<file path="src/rtl/formato_12_ctrl.sv">
// formato_12_ctrl: sequencing controller for the 12-hour counter.
// Arbitrates timekeeping ticks and set buttons into up/down strobes, keeps the
// hour inside 1..12 with corrective up bursts, and tracks the AM/PM flag.
// Optional build macro: FORMATO_12_AUTOREPEAT_EN (button auto-repeat in set mode).

module formato_12_ctrl #(
    parameter int unsigned REPEAT_DLY = 25_000_000,
    parameter int unsigned REPEAT_PER = 5_000_000
) (
    input  logic       clk12,
    input  logic       reset12,
    input  logic       set_mode,
    input  logic       tick_hr,
    input  logic       btn_up,
    input  logic       btn_down,
    input  logic [3:0] q12_in,
    output logic       en12,
    output logic       up12,
    output logic       down12,
    output logic       pm,
    output logic       busy
);

    typedef enum logic [2:0] {
        StInit,
        StIdle,
        StIssue,
        StFix,
        StSettle
    } state_e;

    state_e     state_q, state_d;
    logic       en12_q, en12_d;
    logic       up12_q, up12_d;
    logic       down12_q, down12_d;
    logic       pm_q, pm_d;
    logic       pend_q, pend_d;
    logic       repair_q, repair_d;
    logic [3:0] fix_cnt_q, fix_cnt_d;
    logic       btn_up_q, btn_down_q;

    logic       up_edge, down_edge;
    logic       q_valid;
    logic       req_up, req_down;
    logic       rpt_up, rpt_down;

    // Repeat timing of zero would make the hold counter fire every cycle.
    if (REPEAT_DLY == 0 || REPEAT_PER == 0) begin : g_param_check
        $error("REPEAT_DLY and REPEAT_PER must be non-zero");
    end

    // Button level history for edge detection; sampled every cycle so that
    // edges arriving while busy are consumed rather than deferred.
    always_ff @(posedge clk12 or posedge reset12) begin
        if (reset12) begin
            btn_up_q   <= 1'b0;
            btn_down_q <= 1'b0;
        end else begin
            btn_up_q   <= btn_up;
            btn_down_q <= btn_down;
        end
    end

    assign up_edge   = btn_up & ~btn_up_q;
    assign down_edge = btn_down & ~btn_down_q;

`ifdef FORMATO_12_AUTOREPEAT_EN
    logic [31:0] hold_cnt_q, hold_cnt_d;
    logic        hold_rpt_q, hold_rpt_d;
    logic        hold_one;
    logic        hold_fire;

    // Exactly one button held in set mode keeps the hold counter running.
    assign hold_one = set_mode & (btn_up ^ btn_down);

    // Hold counter: counts cycles since press (or since last repeat); first
    // repeat after REPEAT_DLY, then every REPEAT_PER while still held.
    always_comb begin
        hold_cnt_d = hold_cnt_q;
        hold_rpt_d = hold_rpt_q;
        hold_fire  = 1'b0;
        if (!hold_one) begin
            hold_cnt_d = 32'd0;
            hold_rpt_d = 1'b0;
        end else if (hold_cnt_q == 32'd0) begin
            hold_cnt_d = 32'd1;
        end else if (hold_cnt_q == (hold_rpt_q ? REPEAT_PER : REPEAT_DLY)) begin
            hold_fire  = 1'b1;
            hold_cnt_d = 32'd1;
            hold_rpt_d = 1'b1;
        end else begin
            hold_cnt_d = hold_cnt_q + 32'd1;
        end
    end

    // Hold counter state.
    always_ff @(posedge clk12 or posedge reset12) begin
        if (reset12) begin
            hold_cnt_q <= 32'd0;
            hold_rpt_q <= 1'b0;
        end else begin
            hold_cnt_q <= hold_cnt_d;
            hold_rpt_q <= hold_rpt_d;
        end
    end

    // A repeat that lands outside IDLE is simply not accepted (discarded).
    assign rpt_up   = hold_fire & btn_up;
    assign rpt_down = hold_fire & btn_down;
`else
    assign rpt_up   = 1'b0;
    assign rpt_down = 1'b0;
`endif

    assign q_valid = (q12_in != 4'd0) && (q12_in <= 4'd12);

    // Simultaneous up and down edges cancel each other.
    assign req_up   = set_mode ? ((up_edge & ~down_edge) | rpt_up) : (tick_hr | pend_q);
    assign req_down = set_mode & ((down_edge & ~up_edge) | rpt_down);

    // Next state, strobe, pending-tick and AM/PM decisions.
    always_comb begin
        state_d   = state_q;
        en12_d    = 1'b0;
        up12_d    = 1'b0;
        down12_d  = 1'b0;
        pm_d      = pm_q;
        repair_d  = repair_q;
        fix_cnt_d = fix_cnt_q;
        pend_d    = pend_q;

        // Ticks that cannot be served now wait in the 1-deep pending flag.
        if (tick_hr && (set_mode || state_q != StIdle)) begin
            pend_d = 1'b1;
        end

        unique case (state_q)
            StInit: begin
                state_d   = StIssue;
                en12_d    = 1'b1;
                up12_d    = 1'b1;
                repair_d  = 1'b1;
                fix_cnt_d = 4'd0;
            end
            StIdle: begin
                if (!q_valid) begin
                    // Out-of-range hour: step up until the counter reads 1.
                    state_d   = StIssue;
                    en12_d    = 1'b1;
                    up12_d    = 1'b1;
                    repair_d  = 1'b1;
                    fix_cnt_d = 4'd0;
                    pend_d    = pend_q | tick_hr;
                end else if (req_up) begin
                    state_d   = StIssue;
                    en12_d    = 1'b1;
                    up12_d    = 1'b1;
                    fix_cnt_d = (q12_in == 4'd12) ? 4'd1 : 4'd0;
                    if (q12_in == 4'd11) begin
                        pm_d = ~pm_q;
                    end
                    if (!set_mode) begin
                        // Pending tick is served now; a tick this cycle refills it.
                        pend_d = pend_q & tick_hr;
                    end
                end else if (req_down) begin
                    en12_d = 1'b1;
                    if (q12_in == 4'd1) begin
                        // 1 -> 12 by eleven ups; the counter never steps to 0 downward.
                        state_d   = StFix;
                        up12_d    = 1'b1;
                        fix_cnt_d = 4'd10;
                    end else begin
                        state_d   = StIssue;
                        down12_d  = 1'b1;
                        fix_cnt_d = 4'd0;
                        if (q12_in == 4'd12) begin
                            pm_d = ~pm_q;
                        end
                    end
                end
            end
            StIssue: begin
                if (fix_cnt_q != 4'd0) begin
                    state_d   = StFix;
                    en12_d    = 1'b1;
                    up12_d    = 1'b1;
                    fix_cnt_d = fix_cnt_q - 4'd1;
                end else begin
                    state_d = StSettle;
                end
            end
            StFix: begin
                // fix_cnt_q holds the strobes still owed after the current one.
                if (fix_cnt_q != 4'd0) begin
                    en12_d    = 1'b1;
                    up12_d    = 1'b1;
                    fix_cnt_d = fix_cnt_q - 4'd1;
                end else begin
                    state_d = StSettle;
                end
            end
            StSettle: begin
                if (repair_q && q12_in != 4'd1) begin
                    state_d = StIssue;
                    en12_d  = 1'b1;
                    up12_d  = 1'b1;
                end else begin
                    state_d  = StIdle;
                    repair_d = 1'b0;
                end
            end
            default: begin
                state_d = StInit;
            end
        endcase
    end

    // State, registered strobes and flags.
    always_ff @(posedge clk12 or posedge reset12) begin
        if (reset12) begin
            state_q   <= StInit;
            en12_q    <= 1'b0;
            up12_q    <= 1'b0;
            down12_q  <= 1'b0;
            pm_q      <= 1'b0;
            pend_q    <= 1'b0;
            repair_q  <= 1'b0;
            fix_cnt_q <= 4'd0;
        end else begin
            state_q   <= state_d;
            en12_q    <= en12_d;
            up12_q    <= up12_d;
            down12_q  <= down12_d;
            pm_q      <= pm_d;
            pend_q    <= pend_d;
            repair_q  <= repair_d;
            fix_cnt_q <= fix_cnt_d;
        end
    end

    assign en12   = en12_q;
    assign up12   = up12_q;
    assign down12 = down12_q;
    assign pm     = pm_q;
    assign busy   = (state_q != StIdle);

endmodule

</file>
<file path="config.mk">
export PLATFORM = sky130hd
export DESIGN_NAME = formato_12_ctrl
export DESIGN_NICKNAME = d
export VERILOG_FILES = /design/src/rtl/formato_12_ctrl.sv
export SDC_FILE = /design/constraint.sdc
export NUM_CORES = 1
export LEC_CHECK = 0
export BUFFER_PORTS_ARGS = -buffer_cell sky130_fd_sc_hd__buf_4
export CELL_PAD_IN_SITES_DETAIL_PLACEMENT = 1
export CELL_PAD_IN_SITES_GLOBAL_PLACEMENT = 1
export CORE_MARGIN = 5
export CORE_UTILIZATION = 43
export DETAILED_ROUTE_END_ITERATION = 16
export HOLD_SLACK_MARGIN = 0.15
export PLACE_DENSITY = 0.82
export SLEW_MARGIN = 20
export SYNTH_ARGS = -nofsm -noshare
export SYNTH_HDL_FRONTEND = slang
export SYNTH_SLANG_ARGS = --single-unit
</file>
<file path="constraint.sdc">
create_clock -name clk12 -period 3.24 [get_ports clk12]
set_input_delay 0.81 -clock clk12 [delete_from_list [all_inputs] [get_ports clk12]]
set_output_delay 0.81 -clock clk12 [all_outputs]
set_load 0.005 [all_outputs]
</file>
==> run_results.csv <==
group,metric,value,unit
synthesis,synth_common_cells,"dfrtp_1 (15), nor2_1 (12), a21oi_1 (6), inv_1 (6)",
placement,numPortBuffers,14,
worst_hold_path,holdPathStages,1,
layout,area_growth,18.06,%
timing,hold_ws,482.6,ps
clock_tree,tritoncts,"yes",
timing,slew_headroom,63.35,%
timing,worst_slew_pin_slew,549.1,ps
clock_tree,cts_root_buffer,"clkbuf_4",
worst_setup_path,rr_startpoint,"state_q[1]",
global_route,grtUsageTotal,16.13,%
pwr,finalPower,791.4,uW
clock_tree,ctsHtreeMaxLevel,1,
routing,wl_per_cell,14.60,um
timing,setup_slack,1019,ps
synthesis,netlist-cell-type-count,42,
synthesis,synth.area.top_cells,"dfrtp_1 (43%), nor2_1 (5.2%), a21oi_1 (3.5%), o21ai_0 (2.9%), inv_1 (2.6%)",
timing,fin_crit,2221,ps
routing,routed_wl,1.985,mm
timing,report.final.setup_viol,0,
die,core,1942,um2
worst_hold_path,min_to,"pm",
synthesis,postSynthNetCount,104,
clock_tree,postCtsSetupRepairBufs,0,
synthesis,synth-seq-cells,15,
pwr,p_leak,0.0004406,uW
clock_tree,cts-resized-gates,0,
global_route,grt_max_degree,16,
timing,hold_viol_final,0,
worst_setup_path,required,2430,ps
timing,fmax,450.2,MHz
synthesis,synth_top_area_share,43.35,%
worst_hold_path,hold_class,"register to register",
timing,timing.setup.tns,0,ps
die,initial_utilization,44.59,%
clock_tree,numCtsBuffers,3,
outcome,status,"finished, final reports clean",
routing,drt_iter0_drc,13,
synthesis,ys.flop_type,"dfrtp_1",
routing,vias,766,
timing,fin_skew,4.110,ps
clock_tree,clockBufferDepth,2,
placement,dp_hpwl,1.580,mm
synthesis,synth_cells,93,
timing,slew_violations,0,
clock_tree,clk_pin_slew_worst_paths,80,ps
synthesis,post-synth-top-area-cell,"dfrtp_1",
worst_hold_path,hp-start,"pm",
synthesis,synth-edff-count,0,
layout,drive_gt1_share,24.77,%
die,fp.dieArea,3011,um2
synthesis,synth.most_common_cell,"dfrtp_1",
clock_tree,insertion_delay,280,ps
routing,remaining_drc_errors,0,
placement,place.gp.congestion,0.7965,
global_route,grt_overflow,0,
routing,via_per_inst,5.632,
global_route,grt_first_pass_wirelength,3.415,mm
pwr,power_density,774.2,nW/um2
worst_setup_path,r2r-end,"fix_cnt_q[1]",
die,row_count,16,
pwr,ir_drop,0.4236,mV
worst_setup_path,worst_path_max_delay_cell,"dfrtp_1",
routing,dr.pass1.iters,4,
worst_setup_path,crit_path_end_kind,"primary output",
clock_tree,cts.sink_count,15,
layout,antennaDiodeCount,0,
worst_setup_path,cp-start-kind,"register",
worst_setup_path,worstRegToRegCells,4,
clock_tree,hold_buffers,0,
synthesis,syn_area,865.8,um2
global_route,antenna_found_initial,0,
die,io_pins,15,
global_route,grt_pass1_vias,772,
die,die_h,54.87,um
synthesis,seq_area_frac_synth,43.35,%
layout,nets,121,
worst_setup_path,crit_chain,"nor3b_4 -> inv_1 -> buf_4",
timing,rsz0062_at_grt,"no",
worst_setup_path,max_stage_delay,530,ps
worst_setup_path,arrival,1410,ps
worst_setup_path,r2r_slack,1510,ps
timing,fin_crit_sh,68.55,%
synthesis,syn_area_per_cell,9.310,um2
routing,ant_nets,0,
die,die_w,54.87,um
synthesis,async_flop_share,100.0,%
worst_setup_path,path_max_fanout,12,
synthesis,ys_warn_count,0,
run,maxCapViolCount,0,
worst_setup_path,path_class,"register to primary output",
placement,pre_cts_ws,998.2,ps
==> routing by layer <==
metal | part of all wire, % | global-route usage (%) | vias to the layer above | wire length [um]
li1 | - | - | 368 | -
met3 | 6.4 | 5.722 | 6 | 128
met2 | 49 | 28.35 | 25 | 980
met4 | 1.4 | 4.564 | 0 | 27
met5 | 0 | 0 | - | 0
met1 | 43 | 18.08 | 367 | 849
==> flip-flops by register name, indices dropped and copies added, names as in the netlist <==
| signal | flops |
|---|---|
| fix_cnt_q | 4 |
| down12 | 1 |
| pm | 1 |
| up12 | 1 |
| btn_up_q | 1 |
| btn_down_q | 1 |
| repair_q | 1 |
| pend_q | 1 |
| en12 | 1 |
| state_q | 3 |
==> layout make-up <==
cell class	count	area, um2
repair buffers	14	105.1
well taps	27	33.78
inverters	6	22.52
multi-input cells	70	459.2
flip-flops and latches	15	375.4
clock buffers	4	26.28
fillers	251	919.6
==> cells in the final DEF, fill, tap and decap left out, types with 2 or more instances in the layout <==
cell type / n
o21ai_0: 5
o22ai_1: 3
a21oi_1: 6
o21ai_1: 2
a22oi_1: 2
nor2_1: 12
clkbuf_4: 3
nand2_1: 5
nand3_1: 4
nor3_1: 2
inv_1: 6
dfrtp_1: 15
buf_4: 14
==> how the worst max path moves through the flow <==
stage                          start      endpoint  slack [ps]  depth (start not counted)
final                     state_q[1]          busy        1020                          3
after global routing      state_q[1]          busy         920                          3
after CTS                 state_q[1]          busy        1010                          3
after detailed placement     tick_hr  fix_cnt_q[1]        1000                          5
after global placement       tick_hr  fix_cnt_q[1]        1030                          5
after floorplan            q12_in[0]  fix_cnt_q[1]        1320                          5
==> critical path: cells and delay by family (launching register included) <==
| kind | cells | cell delay [ps] |
|---|---|---|
| buf+inv | 2 | 250 |
| flops | 1 | 530 |
| simple gates | 1 | 350 |
==> power by group <==
| group | leakage [uW] | internal [uW] | switching, uW |
|---|---|---|---|
| clock network | 0.0000150 | 47.7 | 54.1 |
| registers | 0.000180 | 250 | 76.3 |
| logic | 0.000246 | 173 | 190 |
| total | 0.000441 | 471 | 320 |
==> through the flow <==
stage	utilization [%]	cell area (um2)	std cells
finish	52.64	1022	136
global route	52.64	1022	136
CTS	52.64	1022	136
detailed placement	51.29	996.0	132
global placement	51.29	996.0	132
floorplan	-	865.8	93
==> logic make-up after synthesis <==
kind of cell	after synthesis	synth area share (%)
DFF	15	43.35
muxes	2	2.457
and+or+nand+nor	36	24.71
buffers and inverters	8	3.612
adders and majority gates	2	2.745
AOI/OAI and AO/OA	28	21.10
xor gates and xnor gates	2	2.023
Note: power is estimated with default switching activity, not from simulation.
